## src/rtl/pipe_hazard_ctrl_pkg.sv

```systemverilog
// Shared definitions for the pipeline hazard controller: FSM encodings,
// stage bit positions and the stall/bubble patterns for each hazard cause.
package pipe_hazard_ctrl_pkg;

  localparam logic [1:0] ST_RUN         = 2'd0;
  localparam logic [1:0] ST_MEM_WAIT    = 2'd1;
  localparam logic [1:0] ST_MD_WAIT     = 2'd2;
  localparam logic [1:0] ST_MD_MEM_WAIT = 2'd3;

  localparam int STG_IF = 4;
  localparam int STG_ID = 3;
  localparam int STG_EX = 2;
  localparam int STG_ME = 1;
  localparam int STG_WB = 0;

  typedef struct packed {
    logic [4:0] stall;
    logic [4:0] bubble;
  } ctrl_t;

  // Each cause holds every stage upstream of the hazard and drains a NOP into the next one.
  localparam logic [4:0] STALL_MEM   = (5'b1 << STG_IF) | (5'b1 << STG_ID) | (5'b1 << STG_EX) | (5'b1 << STG_ME);
  localparam logic [4:0] STALL_MD    = (5'b1 << STG_IF) | (5'b1 << STG_ID) | (5'b1 << STG_EX);
  localparam logic [4:0] STALL_PAUSE = (5'b1 << STG_IF) | (5'b1 << STG_ID);

  localparam ctrl_t CTRL_MEM   = '{stall: STALL_MEM,   bubble: 5'b1 << STG_WB};
  localparam ctrl_t CTRL_MD    = '{stall: STALL_MD,    bubble: 5'b1 << STG_ME};
  localparam ctrl_t CTRL_PAUSE = '{stall: STALL_PAUSE, bubble: 5'b1 << STG_EX};
  localparam ctrl_t CTRL_FLUSH = '{stall: 5'b0,        bubble: 5'b1 << STG_ID};

endpackage

```

## src/rtl/pipe_hazard_ctrl_mem_wait_timer.sv

```systemverilog
// Memory-wait timeout counter: clr restarts the count (counting the current
// cycle when en is also high), en advances it, expired flags the limit.
module mem_wait_timer #(
  parameter int unsigned MEM_TIMEOUT = 255,
  parameter int          TW          = 8
) (
  input  logic clk,
  input  logic rst,
  input  logic clr,
  input  logic en,
  output logic expired
);

  logic [TW-1:0] cnt;

  always_ff @(posedge clk or negedge rst) begin
    if (!rst) begin
      cnt <= '0;
    end else if (clr) begin
      cnt <= en ? TW'(1) : '0;
    end else if (en) begin
      cnt <= cnt + TW'(1);
    end
  end

  assign expired = (cnt == TW'(MEM_TIMEOUT));

endmodule

```

## src/rtl/pipe_hazard_ctrl.sv

```systemverilog
// Pipeline stall/flush scheduler with memory and mul/div wait FSM.
// Optional performance counters are built when PIPE_HAZARD_CTRL_PERF_EN is defined.
module pipe_hazard_ctrl
  import pipe_hazard_ctrl_pkg::*;
#(
  parameter int unsigned MEM_TIMEOUT = 255,
  parameter int          TW          = 8
) (
  input  logic        clk,
  input  logic        rst,
  input  logic        pause_id,
  input  logic        br_taken_id,
  input  logic        mem_req,
  input  logic        mem_ack,
  input  logic        md_start,
  input  logic        md_done,
  output logic [4:0]  stall_o,
  output logic [4:0]  bubble_o,
  output logic        busy_o,
  output logic        mem_err_o,
  output logic [31:0] perf_stall_o,
  output logic [31:0] perf_flush_o
);

  logic [1:0] state, state_nxt;
  logic       in_mem, in_md, expired, timeout_hit, ack_eff;
  logic       mem_new, mem_wait, md_wait, timer_clr;
  ctrl_t      ctrl;

  assign in_mem = (state == ST_MEM_WAIT) || (state == ST_MD_MEM_WAIT);
  assign in_md  = (state == ST_MD_WAIT)  || (state == ST_MD_MEM_WAIT);

  // A genuine ack on the limit cycle is a normal completion, not a timeout.
  assign timeout_hit = in_mem & expired & ~mem_ack;
  assign ack_eff     = mem_ack | timeout_hit;

  assign mem_new  = mem_req & ~mem_ack;
  assign mem_wait = in_mem ? ~ack_eff : mem_new;
  assign md_wait  = in_md ? ~md_done : (md_start & ~md_done);

  always_comb begin
    ctrl = '0;
    if (mem_wait)         ctrl = CTRL_MEM;
    else if (md_wait)     ctrl = CTRL_MD;
    else if (pause_id)    ctrl = CTRL_PAUSE;
    else if (br_taken_id) ctrl = CTRL_FLUSH;
    if (timeout_hit) ctrl.bubble[STG_WB] = 1'b1;
  end

  assign stall_o  = rst ? ctrl.stall  : 5'b0;
  assign bubble_o = rst ? ctrl.bubble : 5'b0;

  always_comb begin
    state_nxt = state;
    case (state)
      ST_RUN:         state_nxt = {md_wait, mem_wait};
      ST_MEM_WAIT:    state_nxt = mem_wait ? ST_MEM_WAIT : ST_RUN;
      ST_MD_WAIT:     state_nxt = {md_wait, mem_wait};
      ST_MD_MEM_WAIT: state_nxt = {md_wait, mem_wait};
      default:        state_nxt = ST_RUN;
    endcase
  end

  assign timer_clr = ~in_mem & ((state_nxt == ST_MEM_WAIT) || (state_nxt == ST_MD_MEM_WAIT));

  mem_wait_timer #(
    .MEM_TIMEOUT(MEM_TIMEOUT),
    .TW         (TW)
  ) u_timer (
    .clk    (clk),
    .rst    (rst),
    .clr    (timer_clr),
    .en     (mem_wait),
    .expired(expired)
  );

  always_ff @(posedge clk or negedge rst) begin
    if (!rst) begin
      state     <= ST_RUN;
      busy_o    <= 1'b0;
      mem_err_o <= 1'b0;
    end else begin
      state     <= state_nxt;
      busy_o    <= (state_nxt != ST_RUN);
      mem_err_o <= timeout_hit;
    end
  end

`ifdef PIPE_HAZARD_CTRL_PERF_EN
  logic [31:0] perf_stall_q, perf_flush_q;

  always_ff @(posedge clk or negedge rst) begin
    if (!rst) begin
      perf_stall_q <= '0;
      perf_flush_q <= '0;
    end else begin
      if (|stall_o)         perf_stall_q <= perf_stall_q + 32'd1;
      if (bubble_o[STG_ID]) perf_flush_q <= perf_flush_q + 32'd1;
    end
  end

  assign perf_stall_o = perf_stall_q;
  assign perf_flush_o = perf_flush_q;
`else
  assign perf_stall_o = 32'd0;
  assign perf_flush_o = 32'd0;
`endif

endmodule

```

## config.mk

```make
export PLATFORM = sky130hd
export DESIGN_NAME = pipe_hazard_ctrl
export DESIGN_NICKNAME = d
export VERILOG_FILES = /design/src/rtl/pipe_hazard_ctrl_pkg.sv /design/src/rtl/pipe_hazard_ctrl_mem_wait_timer.sv /design/src/rtl/pipe_hazard_ctrl.sv
export SDC_FILE = /design/constraint.sdc
export NUM_CORES = 1
export LEC_CHECK = 0
export BUFFER_PORTS_ARGS = -buffer_cell sky130_fd_sc_hd__buf_4
export CAP_MARGIN = 20
export CORE_MARGIN = 3
export CORE_UTILIZATION = 40
export CTS_CLUSTER_SIZE = 20
export DETAILED_ROUTE_END_ITERATION = 10
export GPL_TIMING_DRIVEN = 0
export MAX_ROUTING_LAYER = met4
export PLACE_DENSITY = 0.79
export RECOVER_POWER = 25
export SYNTH_ARGS = -nofsm -noshare
export SYNTH_HDL_FRONTEND = slang
export SYNTH_HIERARCHICAL = 1
export SYNTH_SLANG_ARGS = --single-unit
```

## constraint.sdc

```tcl
create_clock -name clk -period 2.5 [get_ports clk]
set_clock_uncertainty 0.05 [all_clocks]
set_input_delay 0.25 -clock clk [delete_from_list [all_inputs] [get_ports clk]]
set_output_delay 0.25 -clock clk [all_outputs]
set_load 0.01 [all_outputs]
```

==> flow_metrics.py <==
metrics = {
    "worst_setup_path": {
        "worstPathMaxFanout": 4,
        "critPathCaptureType": "output pin",
        "cp.required_ns": 2.20,
        "path_cells": "ha_1 -> nand3_1 -> nor2_1 -> nor2b_4 -> o21bai_1 -> nand2_1 -> buf_4 -> buf_4",
        "crit_family": "simple AND/OR/NAND/NOR gates",
        "worst-r2r-setup-slack_ns": 0.38,
        "cp-start-kind": "flop",
        "crit_top_cell": "buf_4",
        "arrival_ns": 1.89,
        "path_buf_inv": 2,
        "cp_slowest_cell": "dfrtp_1",
        "slowest_delay_ns": 0.43,
        "worstSetupPathType": "reg -> out",
    },
    "clock_tree": {
        "numCtsBuffers": 3,
        "clk-insertion-delay-late_ns": 0.26,
        "cts_resized": 0,
        "cts_max_level": 1,
        "tritoncts": "yes",
        "clock_sinks": 12,
        "clk_pin_slew_ns": 0.07,
        "root_buffer": "clkbuf_4",
        "clock_path_buffers": 2,
    },
    "floorplanning": {
        "die-height_um": 59.94,
        "ioPinCount": 84,
        "die_area_um2": 3592,
        "rows": 18,
        "initial_core_util_pct": 44.54,
        "die_x_um": 59.94,
        "core_um2": 2613,
    },
    "place": {
        "gp_congestion": 0.7068,
        "hpwl_um": 1673,
        "io_buffers": 17,
        "dp.cells": 248,
    },
    "timing": {
        "maxSlewViolCount": 0,
        "finalCritPeriodShare_pct": 87.54,
        "fin_tns_setup_ns": 0,
        "min_period_ns": 2.189,
        "hold_viol_final": 0,
        "rsz0062_at_grt": "false",
        "setup_violations": 0,
        "max_freq_mhz": 456.9,
    },
    "global_route": {
        "grt_usage_pct": 10.43,
        "overflow": 0,
        "grt_pass1_wl_um": 2856,
        "antenna_found_initial": 0,
        "grt_pass1_vias": 683,
        "grt_max_degree": 18,
    },
    "layout": {
        "finalNonFillerCells": 252,
        "antenna_cells": 0,
        "post-route-util_pct": 61.45,
        "multi_input_area_um2": 585.6,
        "regArea_um2": 300.3,
        "nFillCells": 243,
        "area_growth_pct": 37.96,
        "drive_above_1_share_pct": 42.34,
        "layout.nets": 233,
    },
    "yosys": {
        "synth_xor_xnor_area_share_pct": 3.011,
        "yosys.area.top_type": "buf_4",
        "async_flop_share_pct": 100.0,
        "syn-instance-count": 136,
        "yosys-mux-area-fraction_pct": 0.8602,
        "synthFlopType": "dfrtp_1",
        "ys_seq_elements": 12,
        "ys_types": 26,
        "synth_edf_count": 0,
        "synth_compound_area_share_pct": 6.989,
        "yosys-top-cells-area": "buf_4, dfrtp_1, nor2_1, nand2_1, xor2_1",
        "yosysSeqAreaShare_pct": 25.81,
        "synth_top_area_share_pct": 43.87,
        "synthSimpleGateAreaFrac_pct": 17.10,
        "synth.avg_cell_area_um2": 8.556,
        "yosys.area_share.adder_pct": 1.075,
        "synth_area_um2": 1164,
        "synth_top_family_by_area": "buffers and inverters",
        "ys_warn_count": 6,
    },
    "job": {
        "cap_violations": 0,
    },
    "routing": {
        "antenna_left": 0,
        "wl_um": 1901,
        "via_per_inst": 3.417,
        "routed-via-count": 861,
        "wl_per_cell_um": 7.544,
        "firstDrtPassIters": 4,
        "drc": 0,
        "first_iter_violations": 19,
    },
    "hold_path": {
        "hold_path.class": "in -> reg",
    },
    "power": {
        "p_leak_nw": 0.9816,
        "power.density_nw_per_um2": 387.0,
        "vdd.ir_drop.worst_mv": 0.4007,
    },
    "status": {
        "status": "finished clean",
    },
}
metal layers:
layer  vias to the layer above  share of wire, %  track usage [%]
li1                        475                 -                -
met1                       342                36            12.25
met2                        44                51            17.59
met3                         0                13            3.240
met4                         0                 0            1.899
met5                         -                 0                -
synthesized netlist by cell type (all sizes together), types with 2 or more instances:
master,count
dfrtp,12
o21ba,2
nor2b,2
or3,3
nor3,2
nand3,3
nor2,10
inv,2
buf,68
xor2,3
a21oi,4
o21bai,2
nand2,7
o21ai,4
nand2b,2
nand4,3
through the flow:
step                      hold slack (ns)  worst slack [ns]  area, µm²  total power [W]
after floorplan                  -0.09559            0.5853       1408        0.0004582
after global placement            0.06439            0.4619       1573        0.0005016
after detailed placement          0.06738            0.3914       1573        0.0005078
after CTS                         0.08348            0.2874       1605        0.0006257
after global routing              0.08605            0.1431       1605        0.0006685
final                             0.09625            0.3114       1605        0.0006213
report_power, final:
part           internal [W]  total (W)  switching (W)
logic              0.000130   0.000247       0.000117
clock network     0.0000556   0.000112      0.0000563
registers          0.000222   0.000262      0.0000404
total              0.000408   0.000621       0.000214
final timing paths:
kind | from | endpoint | cells after the start
worst min register to register | state[1] | state[1] | 2
worst max register to register | u_timer/cnt[0] | u_timer/cnt[7] | 9
worst min-delay path | md_done | state[1] | 2
worst max-delay path | u_timer/cnt[0] | stall_o[4] | 8
min in group asynchronous | rst | u_timer/cnt[1] | 2
max in group asynchronous | rst | u_timer/cnt[6] | 2
cell usage in the layout (no fill, tap or decap):
| master | count |
|---|---|
| buf_4 | 85 |
| conb_1 | 66 |
| dfrtp_1 | 12 |
| nor2_1 | 10 |
| nand2_1 | 7 |
| a21oi_1 | 4 |
| o21ai_0 | 4 |
| clkbuf_4 | 3 |
| nand3_1 | 3 |
| xor2_1 | 3 |
| or3_1 | 3 |
| inv_1 | 2 |
| nor3_2 | 2 |
| nand2b_1 | 2 |
| o21bai_1 | 2 |
| nand4_1 | 2 |
| nor2b_4 | 1 |
| nor2b_1 | 1 |
| o21ba_4 | 1 |
| o21ba_2 | 1 |
| nand3b_1 | 1 |
| nor3b_1 | 1 |
| dlygate4sd3_1 | 1 |
| clkbuf_1 | 1 |
| nand4_4 | 1 |
| mux2i_1 | 1 |
| xnor2_1 | 1 |
| ha_1 | 1 |
area by class of cell:
class | instances | area share, %
timing repair buffer | 18 | 8.574
buffer | 69 | 32.03
multi-input combinational | 118 | 36.48
sequential | 12 | 18.71
inverter | 2 | 0.4677
clock buffer | 3 | 1.403
tap | 30 | 2.338
cell families (layout without fill, tap and decap cells):
family	count (synthesis)	after routing
other	1	66
XOR/XNOR	4	4
AO/OA/AOI/OAI	12	12
buffers and inverters	71	92
multiplexers	1	1
adder cells (fa/ha/maj)	1	1
AND/OR/NAND/NOR	34	34
flip-flops	12	12
registers in the layout, summed over array words and instances, names as in the netlist:
register and count:
mem_err_o 1, state 2, busy_o 1, u_timer/cnt 8
what timing repair did:
action                                 CTS  global route
buffers inserted                         0             0
hold buffers                             1             0
endpoints found under the hold margin   12             0
Note: power is estimated with default switching activity, not from simulation.
